$ cat src/rtl/seq_mul_16_pkg.sv
// seq_mul_16_pkg -- shared types, widths and prefix-adder helper for seq_mul_16.
// Optional feature macro used by the top: SEQ_MUL_EARLY_TERM_EN.
package seq_mul_16_pkg;

    localparam int unsigned MUL_W  = 16;
    localparam int unsigned PROD_W = 32;
    localparam int unsigned CNT_W  = 5;

    typedef enum logic [1:0] {
        IDLE = 2'd0,
        RUN  = 2'd1,
        DONE = 2'd2
    } state_t;

    // One Kogge-Stone combine level at span d; returns {g_next, p_next}.
    function automatic logic [2*MUL_W-1:0] ks_step(
        input logic [MUL_W-1:0] g,
        input logic [MUL_W-1:0] p,
        input int unsigned      d
    );
        logic [MUL_W-1:0] g_n;
        logic [MUL_W-1:0] p_n;
        g_n = g;
        p_n = p;
        for (int unsigned i = 0; i < MUL_W; i++) begin
            if (i >= d) begin
                g_n[i] = g[i] | (p[i] & g[i-d]);
                p_n[i] = p[i] & p[i-d];
            end
        end
        return {g_n, p_n};
    endfunction

endpackage

$ cat src/rtl/seq_mul_16_prefixadder.sv
// prefixadder_16 -- 16-bit Kogge-Stone parallel-prefix adder with carry-in.
module prefixadder_16
    import seq_mul_16_pkg::*;
(
    input  logic [MUL_W-1:0] a,
    input  logic [MUL_W-1:0] b,
    input  logic             cin,
    output logic [MUL_W-1:0] sum,
    output logic             cout
);

    logic [MUL_W-1:0] g0, p0;
    logic [MUL_W-1:0] g1, p1;
    logic [MUL_W-1:0] g2, p2;
    logic [MUL_W-1:0] g3, p3;
    logic [MUL_W-1:0] g4, p4;
    logic [MUL_W:0]   carry;

    // Bitwise generate/propagate and four log-spaced prefix levels.
    always_comb begin
        g0 = a & b;
        p0 = a ^ b;
        {g1, p1} = ks_step(g0, p0, 1);
        {g2, p2} = ks_step(g1, p1, 2);
        {g3, p3} = ks_step(g2, p2, 4);
        {g4, p4} = ks_step(g3, p3, 8);
    end

    // Fold carry-in into the group terms to form every bit's carry.
    always_comb begin
        carry = {g4 | (p4 & {MUL_W{cin}}), cin};
        sum   = p0 ^ carry[MUL_W-1:0];
        cout  = carry[MUL_W];
    end

endmodule

$ cat src/rtl/seq_mul_16.sv
// seq_mul_16 -- 16x16 unsigned shift-and-add multiplier, one multiplier bit
// per cycle through a shared prefix adder.
// Optional macro SEQ_MUL_EARLY_TERM_EN: finish early once the remaining
// multiplier bits are zero by barrel-shifting the partial product into place.
module seq_mul_16
    import seq_mul_16_pkg::*;
(
    input  logic              clk,
    input  logic              rst_n,
    input  logic              start,
    input  logic [MUL_W-1:0]  a,
    input  logic [MUL_W-1:0]  b,
    output logic              ready,
    output logic              done,
    output logic [PROD_W-1:0] product
);

    state_t            state;
    logic [MUL_W-1:0]  mcand;
    logic [MUL_W-1:0]  mplier;
    logic [MUL_W-1:0]  hi;
    logic [CNT_W-1:0]  count;

    logic [MUL_W-1:0]  addend;
    logic [MUL_W-1:0]  sum;
    logic              cout;
    logic [PROD_W-1:0] step_val;

    prefixadder_16 u_add (
        .a    (hi),
        .b    (addend),
        .cin  (1'b0),
        .sum  (sum),
        .cout (cout)
    );

    // Select the addend and form the shifted {cout, sum, mplier} >> 1 result.
    always_comb begin
        addend   = mplier[0] ? mcand : '0;
        step_val = {cout, sum, mplier[MUL_W-1:1]};
    end

`ifdef SEQ_MUL_EARLY_TERM_EN
    logic              et_hit;
    logic [CNT_W-1:0]  et_shamt;
    logic [PROD_W-1:0] et_val;

    // The low (16-count) bits of mplier are still unconsumed multiplier bits;
    // when all zero, the remaining steps reduce to a plain right shift.
    always_comb begin
        et_hit   = (mplier & (16'hFFFF >> count)) == '0;
        et_shamt = CNT_W'(5'd16 - count);
        et_val   = {hi, mplier} >> et_shamt;
    end
`endif

    // Control FSM and datapath registers; outputs are registered.
    always_ff @(posedge clk or negedge rst_n) begin
        if (!rst_n) begin
            state   <= IDLE;
            ready   <= 1'b1;
            done    <= 1'b0;
            product <= '0;
            mcand   <= '0;
            mplier  <= '0;
            hi      <= '0;
            count   <= '0;
        end else begin
            case (state)
                IDLE: begin
                    done <= 1'b0;
                    if (start) begin
                        mcand  <= a;
                        mplier <= b;
                        hi     <= '0;
                        count  <= '0;
                        ready  <= 1'b0;
                        state  <= RUN;
                    end
                end
                RUN: begin
`ifdef SEQ_MUL_EARLY_TERM_EN
                    if (et_hit) begin
                        {hi, mplier} <= et_val;
                        product      <= et_val;
                        done         <= 1'b1;
                        state        <= DONE;
                    end else
`endif
                    begin
                        hi     <= step_val[PROD_W-1:MUL_W];
                        mplier <= step_val[MUL_W-1:0];
                        count  <= count + 1'b1;
                        if (count == CNT_W'(15)) begin
                            product <= step_val;
                            done    <= 1'b1;
                            state   <= DONE;
                        end
                    end
                end
                DONE: begin
                    done  <= 1'b0;
                    ready <= 1'b1;
                    state <= IDLE;
                end
                default: begin
                    done  <= 1'b0;
                    ready <= 1'b1;
                    state <= IDLE;
                end
            endcase
        end
    end

endmodule

$ cat config.mk
export PLATFORM = sky130hd
export DESIGN_NAME = seq_mul_16
export DESIGN_NICKNAME = d
export VERILOG_FILES = /design/src/rtl/seq_mul_16_pkg.sv /design/src/rtl/seq_mul_16_prefixadder.sv /design/src/rtl/seq_mul_16.sv
export SDC_FILE = /design/constraint.sdc
export NUM_CORES = 1
export LEC_CHECK = 0
export ABC_AREA = 1
export BUFFER_PORTS_ARGS = -buffer_cell sky130_fd_sc_hd__buf_2
export CAP_MARGIN = 20
export CORE_MARGIN = 8
export CORE_UTILIZATION = 57
export DETAILED_ROUTE_END_ITERATION = 16
export PLACE_DENSITY_LB_ADDON = 0.15
export SLEW_MARGIN = 5
export SYNTH_ARGS = -nofsm -noshare
export SYNTH_HDL_FRONTEND = slang
export SYNTH_SLANG_ARGS = --single-unit
$ cat constraint.sdc
create_clock -name clk -period 2.4 [get_ports clk]
set_input_delay 0 -clock clk [delete_from_list [all_inputs] [get_ports clk]]
set_output_delay 0 -clock clk [all_outputs]
set_load 0.02 [all_outputs]
==> flow_metrics.tcl <==
set metrics [dict create \
    ant_nets 0 \
    vias_per_cell 5.17 \
    dr.max_layer_used "met4" \
    r2r_start "mplier[0]$_DFFE_PN0P_" \
    final_nets 727 \
    syn_inst 576 \
    wl_per_cell_um 14.6 \
    post-route-util_pct 71.4 \
    criticalPathCategory "reg2reg" \
    die_area_um2 11200 \
    area_growth_pct 21.1 \
    slowest_delay_ns 0.52 \
    synth_top_cell_area_share_pct 48.1 \
    fin_area_um2 5550 \
    cp_slowest_cell "dfrtp_2" \
    hold_viol 0 \
    ys_types 37 \
    synth_area_leader_cell "dfrtp_1" \
    yosysMostFrequentCell "nand2_1" \
    synth_edf_count 0 \
    path_cells "nand2_1, inv_1, ha_1, fa_1, nand2_1, nand2_1, and2_4, nand2_2, nand2_2, nand3_1, nand2_1, nand2_1, nand2_1" \
    first_pass_iters 5 \
    wl_met1_um 5210 \
    antenna_found_initial 1 \
    grt_first_pass_wirelength_um 19100 \
    finalSetupTns_ns 0 \
    drcViolationCount 0 \
    crit_path_start_kind "register" \
    dp_cells 731 \
    cts_setup_buffers 0 \
    yosysWarnings 0 \
    cpMostUsedCell "nand2_1" \
    setup_viol 0 \
    wl_met3_um 695 \
    place_area_um2 4990 \
    drt_iter0_markers 269 \
    cts_buffer_depth 2 \
    grt_pass1_vias 3984 \
    yosys-top-cells-count "nand2_1, dfrtp_1, inv_1" \
    rsz0062_at_grt "false" \
    port_buffers 68 \
    cp.required_ns 2.64 \
    grt_max_degree 57 \
    power-per-cell-area_nw_per_um2 1320 \
    irDropWorstVdd_mv 1.06 \
    drive_gt1_share_pct 15.7 \
    min_period_over_period_pct 89.7 \
    synthArstFlopShare_pct 100 \
    root_buffer "clkbuf_8" \
    synth_seq_cells 89 \
    coreArea_um2 7770 \
    synth_flop_cell "dfrtp_1" \
    p_leak_nw 3.12 \
    vias 4030 \
    reg2reg_to "hi[15]$_DFFE_PN0P_" \
    clkLatencyLatePin_ns 0.36 \
    io_pins 69 \
    worstMarginPinSlew_ns 0.652 \
    drv_slew 0 \
    die_height_um 106 \
    placementRows 32 \
    hold_path.class "in2async" \
    syn_nets 630 \
    route.met2.wl_um 5350 \
    cts.sinks 89 \
    ff2ff_setup_slack_ns 0.25 \
    cap_violations 0 \
    critPathMaxFanout 17 \
    fin_skew_ns 0.0187 \
    initial_utilization_pct 59.0 \
    synthTopCellsByArea "dfrtp_1, nand2_1, inv_1" \
    syn-cell-area_um2 4580 \
    track_usage_pct 20.7 \
    syn_area_per_cell_um2 7.95 \
    finalWirelength_um 11400 \
    place_hpwl_um 7840 \
    cts_made_buffers 9 \
    path_clk_slew_ns 0.10 \
    synth_seq_area_share_pct 48.6 \
    period_minus_slack_ns 2.15 \
    cts_tree "built" \
    max_freq_ghz 0.464 \
    nFillCells 624 \
    relSlewSlack_pct 56.5 \
    status "completed" \
    gr-total-overflow 0 \
    end_kind "register" \
    worstRegToRegCells 13 \
    layout.cells.non_filler 780 \
    die_w_um 106 \
    place.gp.congestion 0.892 \
    critical_path_arrival_ns 2.40 \
    h-tree-depth 3 \
]
what timing repair did:
item,in CTS,in global routing
setup endpoints to repair,0,12
resized for setup,0,1
hold endpoints to repair,65,0
hold buffers,33,0
placed cells by master (no fill, tap or decap), types with 2 or more instances in the layout:
cell and count:
buf_12 2, xnor2_1 3, nor2_1 20, buf_2 67, nor3_2 2, dfrtp_1 87
o21ai_0 3, bufinv_16 2, clkbuf_8 10, xor2_1 3, o221ai_1 11, nand3b_1 3
inv_2 3, a21oi_1 8, o21ai_1 24, nand3_1 27, inv_6 3, o22ai_1 2
nand2_2 5, buf_4 2, nand2_1 244, inv_1 75, o211ai_1 4, ha_1 18
dlygate4sd3_1 33
layer usage:
layer	track usage, %	vias up
met5	0	-
li1	-	1979
met2	33.1	137
met1	28.0	1902
met3	3.65	12
met4	6.53	0
state kept, by name (all words and copies together), names as in the netlist:
signal / count
mcand: 16
ready: 1
product: 32
mplier: 16
hi: 16
done: 1
state: 2
count: 5
logic make-up after synthesis:
group	share of synthesized area (%)
and+or+nand+nor	28.2
buffers and inverters	8.96
DFF	48.6
AOI/OAI and AO/OA	7.32
adders and majority gates	5.35
xor gates and xnor gates	1.50
worst max-delay path by stage:
stage	end	slack [ns]	startpoint
after floorplan	hi[14]$_DFFE_PN0P_	0.43	mplier[0]$_DFFE_PN0P_
after global placement	hi[5]$_DFFE_PN0P_	0.28	mplier[0]$_DFFE_PN0P_
after detailed placement	hi[15]$_DFFE_PN0P_	0.18	mplier[0]$_DFFE_PN0P_
after CTS	hi[15]$_DFFE_PN0P_	0.16	mplier[0]$_DFFE_PN0P_
after global routing	product[29]$_DFFE_PN0P_	0.08	mplier[0]$_DFFE_PN0P_
final	hi[15]$_DFFE_PN0P_	0.25	mplier[0]$_DFFE_PN0P_
critical path, delay by kind of cell (launching register included):
kind | cells | cell delay [ns]
and+or+nand+nor | 10 | 0.84
adders and majority gates | 2 | 0.65
DFF | 1 | 0.52
buffers and inverters | 1 | 0.04
report_power, final:
| group | internal, mW | switching (mW) |
|---|---|---|
| clock | 0.621 | 0.533 |
| combinational | 1.26 | 2.33 |
| sequential | 2.19 | 0.413 |
metrics by stage:
step           worst slack [ns]  hold WS [ns]  power [mW]
3_5_place_dp              0.183       -0.0210        6.12
3_3_place_gp              0.282       -0.0278        5.98
2_1_floorplan             0.425        -0.296        5.17
4_1_cts                   0.159         0.134        7.33
5_1_grt                  0.0756         0.172        7.94
6_report                  0.247         0.119        7.34
cell type report:
| class | count | area, um2 | share of cell area, % |
|---|---|---|---|
| Tap cell | 102 | 128 | 2.30 |
| Multi-Input combinational cell | 390 | 1940 | 35.0 |
| Timing Repair Buffer | 104 | 721 | 13.0 |
| Sequential cell | 89 | 2230 | 40.2 |
| Clock inverter | 5 | 86.3 | 1.56 |
| Antenna cell | 1 | 2.50 | 0.0451 |
| Inverter | 79 | 299 | 5.39 |
| Clock buffer | 10 | 138 | 2.48 |
Power figures use the tool's default switching activity.
